**src/rtl/mdu_pkg.sv**
```systemverilog
// Shared types and constants for the iterative multiply/divide unit.
// Op encoding matches the two-bit op field driven by the decode stage.
package mdu_pkg;

  localparam int DEFAULT_WIDTH = 32;

  typedef enum logic [1:0] {
    OP_MULT  = 2'd0,
    OP_MULTU = 2'd1,
    OP_DIV   = 2'd2,
    OP_DIVU  = 2'd3
  } op_e;

  typedef enum logic [1:0] {
    S_IDLE   = 2'd0,
    S_CALC   = 2'd1,
    S_FINISH = 2'd2
  } state_e;

endpackage

```
**src/rtl/mdu_iter_step.sv**
```systemverilog
// One combinational iteration of the multiply/divide datapath, on unsigned magnitudes.
// {acc_hi, acc_lo} is the working pair: partial product + multiplier, or remainder + dividend/quotient.
module mdu_iter_step
  import mdu_pkg::*;
#(
  parameter int WIDTH = DEFAULT_WIDTH
) (
  input  logic             div_mode,
  input  logic [WIDTH-1:0] acc_hi,
  input  logic [WIDTH-1:0] acc_lo,
  input  logic [WIDTH-1:0] operand,
  output logic [WIDTH-1:0] next_hi,
  output logic [WIDTH-1:0] next_lo
);

  logic [WIDTH:0] sum;
  logic [WIDTH:0] shifted;
  logic [WIDTH:0] diff;

  // Multiply: add the multiplicand when the multiplier LSB is set, then shift the pair right.
  // Divide: shift the next dividend bit into the remainder, keep the trial difference only
  // when it did not borrow; the borrow bit is the extra top bit of the WIDTH+1 subtraction.
  always_comb begin
    sum     = {1'b0, acc_hi} + (acc_lo[0] ? {1'b0, operand} : '0);
    shifted = {acc_hi, acc_lo[WIDTH-1]};
    diff    = shifted - {1'b0, operand};
    next_hi = '0;
    next_lo = '0;
    if (div_mode) begin
      if (!diff[WIDTH]) begin
        next_hi = diff[WIDTH-1:0];
        next_lo = {acc_lo[WIDTH-2:0], 1'b1};
      end else begin
        next_hi = shifted[WIDTH-1:0];
        next_lo = {acc_lo[WIDTH-2:0], 1'b0};
      end
    end else begin
      next_hi = sum[WIDTH:1];
      next_lo = {sum[0], acc_lo[WIDTH-1:1]};
    end
  end

endmodule

```
**src/rtl/mult_div_unit.sv**
```systemverilog
// Iterative MULT/MULTU/DIV/DIVU unit with architectural HI/LO and MTHI/MTLO writes.
// Operands are reduced to magnitudes on acceptance; signs are re-applied in FINISH.
module mult_div_unit
  import mdu_pkg::*;
#(
  parameter int WIDTH = DEFAULT_WIDTH
) (
  input  logic             clk,
  input  logic             rst_n,
  input  logic             start,
  input  logic [1:0]       op,
  input  logic [WIDTH-1:0] rs_val,
  input  logic [WIDTH-1:0] rt_val,
  input  logic             mthi,
  input  logic             mtlo,
  output logic             busy,
  output logic             done,
  output logic             div_by_zero,
  output logic [WIDTH-1:0] hi,
  output logic [WIDTH-1:0] lo
);

  localparam int CNT_W = $clog2(WIDTH);

  state_e             state;
  logic [CNT_W-1:0]   count;
  logic               mode_div;
  logic               neg_result;
  logic               neg_rem;
  logic               dz_pending;
  logic [WIDTH-1:0]   acc_hi;
  logic [WIDTH-1:0]   acc_lo;
  logic [WIDTH-1:0]   operand;
  logic [WIDTH-1:0]   rs_reg;
  logic [WIDTH-1:0]   step_hi;
  logic [WIDTH-1:0]   step_lo;

  op_e                op_sel;
  logic               start_signed;
  logic               start_div;
  logic               rs_neg;
  logic               rt_neg;
  logic [WIDTH-1:0]   rs_mag;
  logic [WIDTH-1:0]   rt_mag;
  logic [2*WIDTH-1:0] prod_fin;
  logic [WIDTH-1:0]   quo_fin;
  logic [WIDTH-1:0]   rem_fin;

  mdu_iter_step #(.WIDTH(WIDTH)) u_step (
    .div_mode (mode_div),
    .acc_hi   (acc_hi),
    .acc_lo   (acc_lo),
    .operand  (operand),
    .next_hi  (step_hi),
    .next_lo  (step_lo)
  );

  // Magnitude extraction at acceptance; the most negative value maps onto its own bit pattern,
  // which is already the correct unsigned magnitude.
  always_comb begin
    op_sel       = op_e'(op);
    start_signed = (op_sel == OP_MULT) || (op_sel == OP_DIV);
    start_div    = (op_sel == OP_DIV) || (op_sel == OP_DIVU);
    rs_neg       = start_signed && rs_val[WIDTH-1];
    rt_neg       = start_signed && rt_val[WIDTH-1];
    rs_mag       = rs_neg ? -rs_val : rs_val;
    rt_mag       = rt_neg ? -rt_val : rt_val;
  end

  // Sign post-processing of the finished magnitudes.
  always_comb begin
    prod_fin = neg_result ? -{acc_hi, acc_lo} : {acc_hi, acc_lo};
    quo_fin  = neg_result ? -acc_lo : acc_lo;
    rem_fin  = neg_rem ? -acc_hi : acc_hi;
  end

  // Control FSM plus all architectural and working registers; done is a registered one-cycle pulse.
  always_ff @(posedge clk or negedge rst_n) begin
    if (!rst_n) begin
      state       <= S_IDLE;
      count       <= '0;
      mode_div    <= 1'b0;
      neg_result  <= 1'b0;
      neg_rem     <= 1'b0;
      dz_pending  <= 1'b0;
      acc_hi      <= '0;
      acc_lo      <= '0;
      operand     <= '0;
      rs_reg      <= '0;
      busy        <= 1'b0;
      done        <= 1'b0;
      div_by_zero <= 1'b0;
      hi          <= '0;
      lo          <= '0;
    end else begin
      done <= 1'b0;
      case (state)
        S_IDLE: begin
          if (start) begin
            mode_div    <= start_div;
            neg_result  <= rs_neg ^ rt_neg;
            neg_rem     <= start_div && rs_neg;
            dz_pending  <= start_div && (rt_val == '0);
            rs_reg      <= rs_val;
            acc_hi      <= '0;
            acc_lo      <= start_div ? rs_mag : rt_mag;
            operand     <= start_div ? rt_mag : rs_mag;
            count       <= CNT_W'(WIDTH - 1);
            div_by_zero <= 1'b0;
            busy        <= 1'b1;
            state       <= S_CALC;
          end else begin
            if (mthi) hi <= rs_val;
            if (mtlo) lo <= rs_val;
          end
        end
        S_CALC: begin
          acc_hi <= step_hi;
          acc_lo <= step_lo;
          if (count == '0) begin
            state <= S_FINISH;
          end else begin
            count <= count - CNT_W'(1);
          end
        end
        S_FINISH: begin
          if (!mode_div) begin
            hi <= prod_fin[2*WIDTH-1:WIDTH];
            lo <= prod_fin[WIDTH-1:0];
          end else if (dz_pending) begin
            hi <= rs_reg;
            lo <= '1;
          end else begin
            hi <= rem_fin;
            lo <= quo_fin;
          end
          div_by_zero <= dz_pending;
          done        <= 1'b1;
          busy        <= 1'b0;
          state       <= S_IDLE;
        end
        default: state <= S_IDLE;
      endcase
    end
  end

endmodule
```
**config.mk**
```make
export PLATFORM = sky130hd
export DESIGN_NAME = mult_div_unit
export DESIGN_NICKNAME = d
export VERILOG_FILES = /design/src/rtl/mdu_pkg.sv /design/src/rtl/mdu_iter_step.sv /design/src/rtl/mult_div_unit.sv
export SDC_FILE = /design/constraint.sdc
export NUM_CORES = 1
export LEC_CHECK = 0
export ABC_CLOCK_PERIOD_IN_PS = 5100
export CORE_AREA = 5 5 176 178
export DETAILED_ROUTE_END_ITERATION = 16
export DIE_AREA = 0 0 181 183
export PLACE_DENSITY = 0.84
export SYNTH_ARGS = -nofsm -noshare
export SYNTH_HDL_FRONTEND = slang
export SYNTH_SLANG_ARGS = --single-unit
```
**constraint.sdc**
```tcl
create_clock -name clk -period 5.1 [get_ports clk]
set_clock_uncertainty 0.2 [all_clocks]
set_input_delay 0.765 -clock clk [delete_from_list [all_inputs] [get_ports clk]]
set_output_delay 0.765 -clock clk [all_outputs]
set_load 0.05 [all_outputs]
```
Word level (Yosys, flattened, before mapping)
Cells that the tools add are included.
- register bits after elaboration: 206
- word-level logic and storage cells: 90
- input port bits: 71
- output and inout port bits: 67
- bitwise gates (word level): 1
- add/subtract/negate cells: 8
- multiplexer cells: 37
- reductions and logical operators: 19
- equal/unequal tests: 10
- operator list (cell ; count):
    2-to-1 mux 32 bit ; 20
    case mux 32 bit (2 select lines) ; 4
    negation 32 bit ; 4
    2-to-1 mux 64 bit ; 1
    negation 64 bit ; 1
    adder 32 x 33 -> 33 bit ; 1
    subtractor 33 x 32 -> 33 bit ; 1
    zero test 32 bit ; 1
    != test 2 bit (second input constant) ; 6
    2-to-1 mux 5 bit ; 2
    case mux 5 bit (2 select lines) ; 1
    AND reduction 3 bit ; 3
    AND reduction 2 bit ; 4
    equality test 2 bit (second input constant) ; 3
    zero test 5 bit ; 1
    subtractor 5 x 1 -> 5 bit (second input constant) ; 1
    logical AND 1 bit ; 4
    zero test 2 bit ; 2
    2-to-1 mux 1 bit ; 4
    2-to-1 mux 2 bit ; 2
    case mux 1 bit (2 select lines) ; 2
    case mux 2 bit (2 select lines) ; 1
    nonzero test 2 bit ; 2
    equality test 2 x 1 -> 1 bit (second input constant) ; 1
    2 further kinds ; 3

Depth between registers and ports, before layout
Gate-level depths: netlist of run 1.
- depth after elaboration: 7
- depth in mapped cells: 14
- depth with buffers taken out: 13

Hierarchy
From an unflattened synthesis of run 1, not the netlist that was laid out.
- cells, all modules: 2255
- area, all modules: 18008.5 um^2
- by module, submodules not included (module ; area an instance (um^2) ; instances ; cells each ; seq. area each (um^2)):
    mult_div_unit ; 13482.9 ; 1 ; 1603 ; 5154.9
    mdu_iter_step ; 4525.6 ; 1 ; 652 ; 0.0

Worst setup path after synthesis of run 1
Ideal clock, no wire load.
- path type: reg2reg
- from: register acc_lo[31]
- to: register acc_lo[0]
- required time: 4.817 ns
- setup slack: 1.517 ns
- path buffers: 2
- library setup time: 0.083 ns
- arrival time: 3.300 ns
- cell stages (with the launch flop): 14
- period minus slack after synthesis: 3.583 ns
- cell sequence: dfrtp_1 -> inv_1 -> ha_1 -> fa_1 -> nand2b_1 -> a21o_1 -> a31oi_1 -> a211oi_2 -> a2111o_1 -> a221oi_2 -> buf_2 -> buf_2 -> a21oi_1 -> o22ai_1
- word-level cells in the longest chain between the ends: 4
- ends and longest elaborated chain (item ; RTL line ; RTL):
    start, declared ; mult_div_unit.sv:32 ; logic [WIDTH-1:0] acc_lo;
    start signal, assigned ; mult_div_unit.sv:106 ; acc_lo <= start_div ? rs_mag : rt_mag;
    start signal, assigned ; mult_div_unit.sv:119 ; acc_lo <= step_lo;
    subtractor 33 x 32 -> 33 bit ; mdu_iter_step.sv:26 ; diff = shifted - {1'b0, operand};
    2-to-1 mux 1 bit ; mdu_iter_step.sv:30 ; if (!diff[WIDTH]) begin
    2-to-1 mux 32 bit ; mdu_iter_step.sv:29 ; if (div_mode) begin
    case mux 32 bit (2 select lines) ; mult_div_unit.sv:97 ; case (state)
No other way between the ends.
A chain may end at the register's enable or synchronous reset.

Worst setup path after layout of run 1
- from: register acc_lo[0]
- to: register acc_hi[30]
- word-level cells in the longest chain between the ends: 4
- ends and longest elaborated chain (item ; RTL line ; RTL):
    2-to-1 mux 32 bit ; mdu_iter_step.sv:24 ; sum = {1'b0, acc_hi} + (acc_lo[0] ? {1'b0, operand} : '0);
    adder 32 x 33 -> 33 bit ; mdu_iter_step.sv:24 ;
    2-to-1 mux 32 bit ; mdu_iter_step.sv:29 ;
    case mux 32 bit (2 select lines) ; mult_div_unit.sv:97 ;
    end signal, assigned ; mult_div_unit.sv:118 ; acc_hi <= step_hi;
    end, declared ; mult_div_unit.sv:31 ; logic [WIDTH-1:0] acc_hi;
No other way between the ends.

==> results of run 1 <==
[power groups by stage]
stage | clock network, mW | logic [mW] | registers (mW)
CTS | 1.88 | 10.4 | 3.50
global route | 1.94 | 11.5 | 3.62
global placement | 0 | 10.1 | 3.48
detailed placement | 0 | 10.3 | 3.51
floorplan | 0 | 6.93 | 3.89
finish | 1.88 | 10.6 | 3.55
[cell type report]
| cell class | instances | area (um^2) |
|---|---|---|
| clock buffers | 35 | 713 |
| clock inverters | 9 | 129 |
| fillers | 2424 | 9510 |
| inverters | 62 | 233 |
| multi-input cells | 1794 | 11300 |
| flip-flops and latches | 206 | 5160 |
| well taps | 390 | 488 |
| repair buffers | 173 | 1680 |
[metrics by stage]
stage	area, um^2	total power [mW]	hold WS [ps]	cells
after floorplan	17300	10.8	240	2224
after global placement	18900	13.6	254	2625
after detailed placement	18900	13.9	260	2625
after CTS	19700	15.8	161	2669
after global routing	19700	17.0	196	2669
final	19700	16.0	81.5	2669
[per-layer routing]
metal / wire, um / track usage / share of wire / vias to the layer above
met4: 3920 / 0.187 / 0.062 / 2
met5: 21 / 0 / 0.00033 / -
met1: 24500 / 0.490 / 0.39 / 8728
li1: - / - / - / 8095
met2: 28300 / 0.571 / 0.44 / 1214
met3: 6950 / 0.0748 / 0.11 / 262
[how the worst max path moves through the flow]
stage	startpoint	end	slack, ps	cells after the start
2_1_floorplan	acc_lo[31]	acc_lo[0]	1520	13
3_3_place_gp	rs_val[0]	operand[28]	930	11
3_5_place_dp	acc_lo[0]	acc_hi[30]	790	13
4_1_cts	acc_lo[0]	acc_hi[30]	690	13
5_1_grt	acc_lo[0]	acc_hi[30]	370	13
6_report	acc_lo[0]	acc_hi[30]	600	13
[cell usage in the layout, fill, tap and decap left out, drive strengths merged, types with 6 or more instances in the layout]
cell	count
a211oi	29
a21o	41
a21oi	221
a221o	34
a221oi	8
a22oi	29
a31oi	23
and2	12
and3	13
buf	37
clkbuf	36
clkdlybuf4s50	135
dfrtp	206
ha	70
inv	61
mux2	6
mux2i	93
nand2	292
nand2b	21
nand3	25
nand4	12
nor2	195
nor2b	23
nor3	45
nor4	21
o211ai	23
o21a	11
o21ai	203
o21bai	6
o221ai	8
o22ai	11
o31ai	20
o41ai	9
or3	25
or4	20
xnor2	89
xor2	81
[worst max-delay path, cell delays in order, from the launching register on]
cell	delay, ps
dfrtp_1	420
inv_1	220
buf_4	350
nor2_1	90
ha_1	390
o211ai_1	130
nor2_1	130
o21ai_0	200
o31ai_1	660
a21oi_1	270
o31ai_1	530
a31oi_1	210
o311a_1	330
a311oi_1	230
[cells by family after synthesis]
group                      synth area share
and+or+nand+nor                       0.195
AOI/OAI and AO/OA                     0.261
buffers and inverters                0.0508
DFF                                   0.297
xor gates and xnor gates             0.0859
muxes                                0.0576
adders and majority gates            0.0529
==> results.sh, run 1 <==
export IMPL_die_w_um=181
export IMPL_antennaDiodeCount=0
export IMPL_maxCapViolations=0
export IMPL_pwr_share_seq=0.221
export IMPL_max_clock_path_buffers=3
export IMPL_worstRegToRegCells=13
export IMPL_dp_hpwl_mm=47.3
export IMPL_slew_viol_final=0
export IMPL_syn_area_um2=17300
export IMPL_rows=63
export IMPL_ys_types=81
export IMPL_drt_pass1_iter_count=7
export IMPL_combPwrFrac=0.662
export IMPL_hold_buffers=0
export IMPL_status="finished clean"
export IMPL_ant_nets=0
export IMPL_fin_crit_sh=0.883
export IMPL_root_buffer="clkbuf_16"
export IMPL_post_cts_resized=0
export IMPL_coreArea_um2=29200
export IMPL_synth_area_top_cells="dfrtp_1 (30%), a21oi_1 (6.4%), nand2_1 (6.3%), o21ai_0 (5.5%), mux2i_1 (5.4%)"
export IMPL_relSlewSlack=0.254
export IMPL_cp_max_fo=26
export IMPL_rrSetupSlack_ps=600
export IMPL_synthFlopType="dfrtp_1"
export IMPL_synth_seq_cells=206
export IMPL_cp_arrival_ps=4730
export IMPL_cts_sinks=206
export IMPL_tightest_slew_ps=1120
export IMPL_gp_congestion=1.02
export IMPL_p_int_mw=7.65
export IMPL_max_freq_mhz=222
export IMPL_timing_final_ws_setup_ps=596
export IMPL_fin_util=0.675
export IMPL_io_pins=138
export IMPL_setup_viol_count_final=0
export IMPL_grt_max_degree=105
export IMPL_fin_nets=2405
export IMPL_grt_usage=0.367
export IMPL_post_cts_setup_buffers=0
export IMPL_setup_tns_final_ps=0
export IMPL_avgSynthCellArea_um2=7.79
export IMPL_min_period_ps=4500
export IMPL_startpoint_type="flip-flop"
export IMPL_vdd_drop_max_mv=0.356
export IMPL_grt_ovfl_total=0
export IMPL_yosysMostFrequentCell="nand2_1"
export IMPL_die_area_um2=33100
export IMPL_syn_num_nets=2367
export IMPL_insertion_delay_ps=550
export IMPL_grt_pass1_wl_mm=97.6
export IMPL_reg2reg_from="acc_lo[0]"
export IMPL_netSwitchingPower_mw=8.40
export IMPL_cts_tree="built"
export IMPL_ys_top_cells_by_count="nand2_1 (291), a21oi_1 (221), dfrtp_1 (206)"
export IMPL_endpoint_kind="flip-flop"
export IMPL_antenna_found_initial=1
export IMPL_clkTransAtPathRegs_ps=60
export IMPL_synth_top_area_frac=0.297
export IMPL_cp_required_ps=5330
export IMPL_htree_levels=1
export IMPL_finalHoldViolCount=0
export IMPL_synth_edf_count=0
export IMPL_ys_warn_count=0
export IMPL_critPathKind="reg -> reg"
export IMPL_pwr_share_clk=0.117
export IMPL_wl_per_cell_um=23.9
export IMPL_dr_total_vias=18300
export IMPL_leakage_nw=8.25
export IMPL_power_density_nw_per_um2=813
export IMPL_drt_iter0_markers=2503
export IMPL_synth_top_cell_by_area="dfrtp_1"
export IMPL_synth_async_reset_ratio=1.00
export IMPL_drive_gt1_frac=0.0487
export IMPL_port_buffers=137
export IMPL_fp_dieH_um=183
export IMPL_cts_made_buffers=25
export IMPL_place_ws_ps=792
export IMPL_rsz0062_at_grt="false"
export IMPL_syn_inst=2224
export IMPL_routed_wl_mm=63.7
export IMPL_ys_seq_area_frac=0.297
export IMPL_syn2layout_area_growth_pct=13.9
export IMPL_switching_share=0.523
export IMPL_r2r_end="acc_hi[30]"
export IMPL_post_route_drc_count=0
export IMPL_hold_class="in -> async"
export IMPL_vias_per_cell=6.86
export IMPL_grt_pass1_vias=17000
export IMPL_initial_core_util=0.593
Power figures use the tool's default switching activity.
==> inputs of run 2 (changes only) <==
--- a/config.mk
+++ b/config.mk
@@ -6,10 +6,10 @@
 export NUM_CORES = 1
 export LEC_CHECK = 0
 export ABC_CLOCK_PERIOD_IN_PS = 5100
-export CORE_AREA = 5 5 176 178
+export CORE_AREA = 8 8 198 200
 export DETAILED_ROUTE_END_ITERATION = 16
-export DIE_AREA = 0 0 181 183
-export PLACE_DENSITY = 0.84
+export DIE_AREA = 0 0 206 208
+export PLACE_DENSITY = 0.71
 export SYNTH_ARGS = -nofsm -noshare
 export SYNTH_HDL_FRONTEND = slang
 export SYNTH_SLANG_ARGS = --single-unit
==> run 2 against run 1 <==
  * First-iteration DRC count is 17% lower
  * Fmax is 7.4% higher
  * Clock power is 4% higher
  * Non-clock buffer count is 5 higher
  * Worst setup slack better by 310 ps
  * Combinational power hardly changed
  * Critical endpoint unchanged
==> results.sh, run 2 (synthesis results as in run 1) <==
export IMPL_post_cts_resized=0
export IMPL_fin_util=0.551
export IMPL_cts_tree="built"
export IMPL_setup_tns_final_ps=0
export IMPL_pwr_share_seq=0.224
export IMPL_cp_max_fo=28
export IMPL_drt_pass1_iter_count=5
export IMPL_max_freq_mhz=238
export IMPL_crit_buf_inv=2
export IMPL_startpoint_type="flip-flop"
export IMPL_post_cts_setup_buffers=0
export IMPL_wl_per_cell_um=24.0
export IMPL_cts_made_buffers=25
export IMPL_root_buffer="clkbuf_16"
export IMPL_io_pins=138
export IMPL_slew_viol_final=0
export IMPL_place_inst=2708
export IMPL_dr_total_vias=17800
export IMPL_design_area_um2=19900
export IMPL_maxCapViolations=0
export IMPL_pwr_share_clk=0.121
export IMPL_grt_pass1_wl_mm=101
export IMPL_ant_nets=0
export IMPL_finalHoldViolCount=0
export IMPL_leakage_nw=8.28
export IMPL_rsz0062_at_grt="false"
export IMPL_p_int_mw=7.68
export IMPL_grt_max_degree=97
export IMPL_cp_required_ps=5290
export IMPL_endpoint_kind="flip-flop"
export IMPL_rows=70
export IMPL_drive_gt1_frac=0.0507
export IMPL_min_period_ps=4190
export IMPL_initial_core_util=0.480
export IMPL_fp_dieH_um=208
export IMPL_critPathKind="reg -> reg"
export IMPL_layout_commonest_cell="nand2_1"
export IMPL_insertion_delay_ps=560
export IMPL_antenna_found_initial=1
export IMPL_max_clock_path_buffers=3
export IMPL_dp_hpwl_mm=49.8
export IMPL_setup_viol_count_final=0
export IMPL_fin_nets=2410
export IMPL_placed_area_um2=19000
export IMPL_hold_buffers=0
export IMPL_grt_ovfl_total=0
export IMPL_syn2layout_area_growth_pct=14.7
export IMPL_layout_common_cells="nand2_1 (290), a21oi_1 (221), dfrtp_1 (205)"
export IMPL_cpLargestDelayFamily="compound AO/OA/AOI/OAI gates"
export IMPL_routed_wl_mm=66.1
export IMPL_path_cells="inv_1, ha_1, fa_1, nand2b_1, a21o_1, a31oi_1, a211oi_2, a2111o_1, a221oi_4, buf_4, nor2b_1, a41oi_1, a311oi_1"
export IMPL_stdcell_count=2754
export IMPL_fin_crit_sh=0.823
export IMPL_tightest_slew_ps=1250
export IMPL_cp_arrival_ps=4390
export IMPL_status="finished clean"
export IMPL_slowest_stage="dfrtp_1"
export IMPL_gp_congestion=1.04
export IMPL_htree_levels=1
export IMPL_power_mw=16.1
export IMPL_grt_pass1_vias=16900
export IMPL_vias_per_cell=6.46
export IMPL_hold_class="in -> async"
export IMPL_relSlewSlack=0.162
export IMPL_netSwitchingPower_mw=8.45
export IMPL_port_buffers=137
export IMPL_power_density_nw_per_um2=812
export IMPL_critical_path_max_stage_delay_ps=480
export IMPL_clkTransAtPathRegs_ps=60
export IMPL_cts_sinks=206
export IMPL_grt_usage=0.298
export IMPL_switching_share=0.524
export IMPL_combPwrFrac=0.655
export IMPL_drt_iter0_markers=2067
export IMPL_die_area_um2=42800
export IMPL_coreArea_um2=36100
export IMPL_antennaDiodeCount=0
export IMPL_post_route_drc_count=0
export IMPL_die_w_um=206
export IMPL_vdd_drop_max_mv=0.433
==> run 2: cell count changes in the layout (fill, tap and decap cells not counted), sizes merged <==
cell	before	now
clkinv	5	6
buf	37	42
bufinv	3	4
clkbuf	36	38
clkinvlp	2	0
==> run 2: final cells by class <==
type | count | area (um^2)
repair buffers | 178 | 1690
fillers | 3368 | 16200
clock inverters | 9 | 153
inverters | 62 | 233
flip-flops and latches | 206 | 5160
multi-input cells | 1794 | 11300
well taps | 468 | 586
clock buffers | 37 | 721
==> run 2: power by group through the flow <==
stage                     logic (mW)  registers (mW)  clock network (mW)
after detailed placement        10.4            3.57                   0
final                           10.6            3.61                1.95
after global routing            11.5            3.69                2.01
after floorplan                 6.93            3.89                   0
after CTS                       10.4            3.55                1.95
after global placement          10.2            3.56                   0
==> run 2: path summary, 6_finish.rpt <==
kind	start	end	slack, ps	cells past startpoint
min in group clk	rs_reg[9]	rs_reg[9]	270	2
max in group asynchronous	rst_n	acc_hi[0]	3570	2
worst max-delay path	acc_lo[31]	acc_hi[30]	910	13
worst max register to register	acc_lo[31]	acc_hi[30]	910	13
worst min-delay path	rst_n	hi[31]	30	1
worst min register to register	rs_reg[9]	rs_reg[9]	270	2
==> run 2: per-stage QoR <==
stage	worst slack [ps]	hold WS [ps]
2_1_floorplan	1520	240
3_3_place_gp	982	262
3_5_place_dp	890	260
4_1_cts	976	103
5_1_grt	721	150
6_report	905	34.5
==> run 2: metal layers <==
layer  part of all wire  track usage  vias up
li1                   -            -     8101
met1               0.42        0.414     8574
met2               0.44        0.457      942
met3              0.095       0.0513      172
met4              0.043        0.110        2
met5            0.00014            0        -
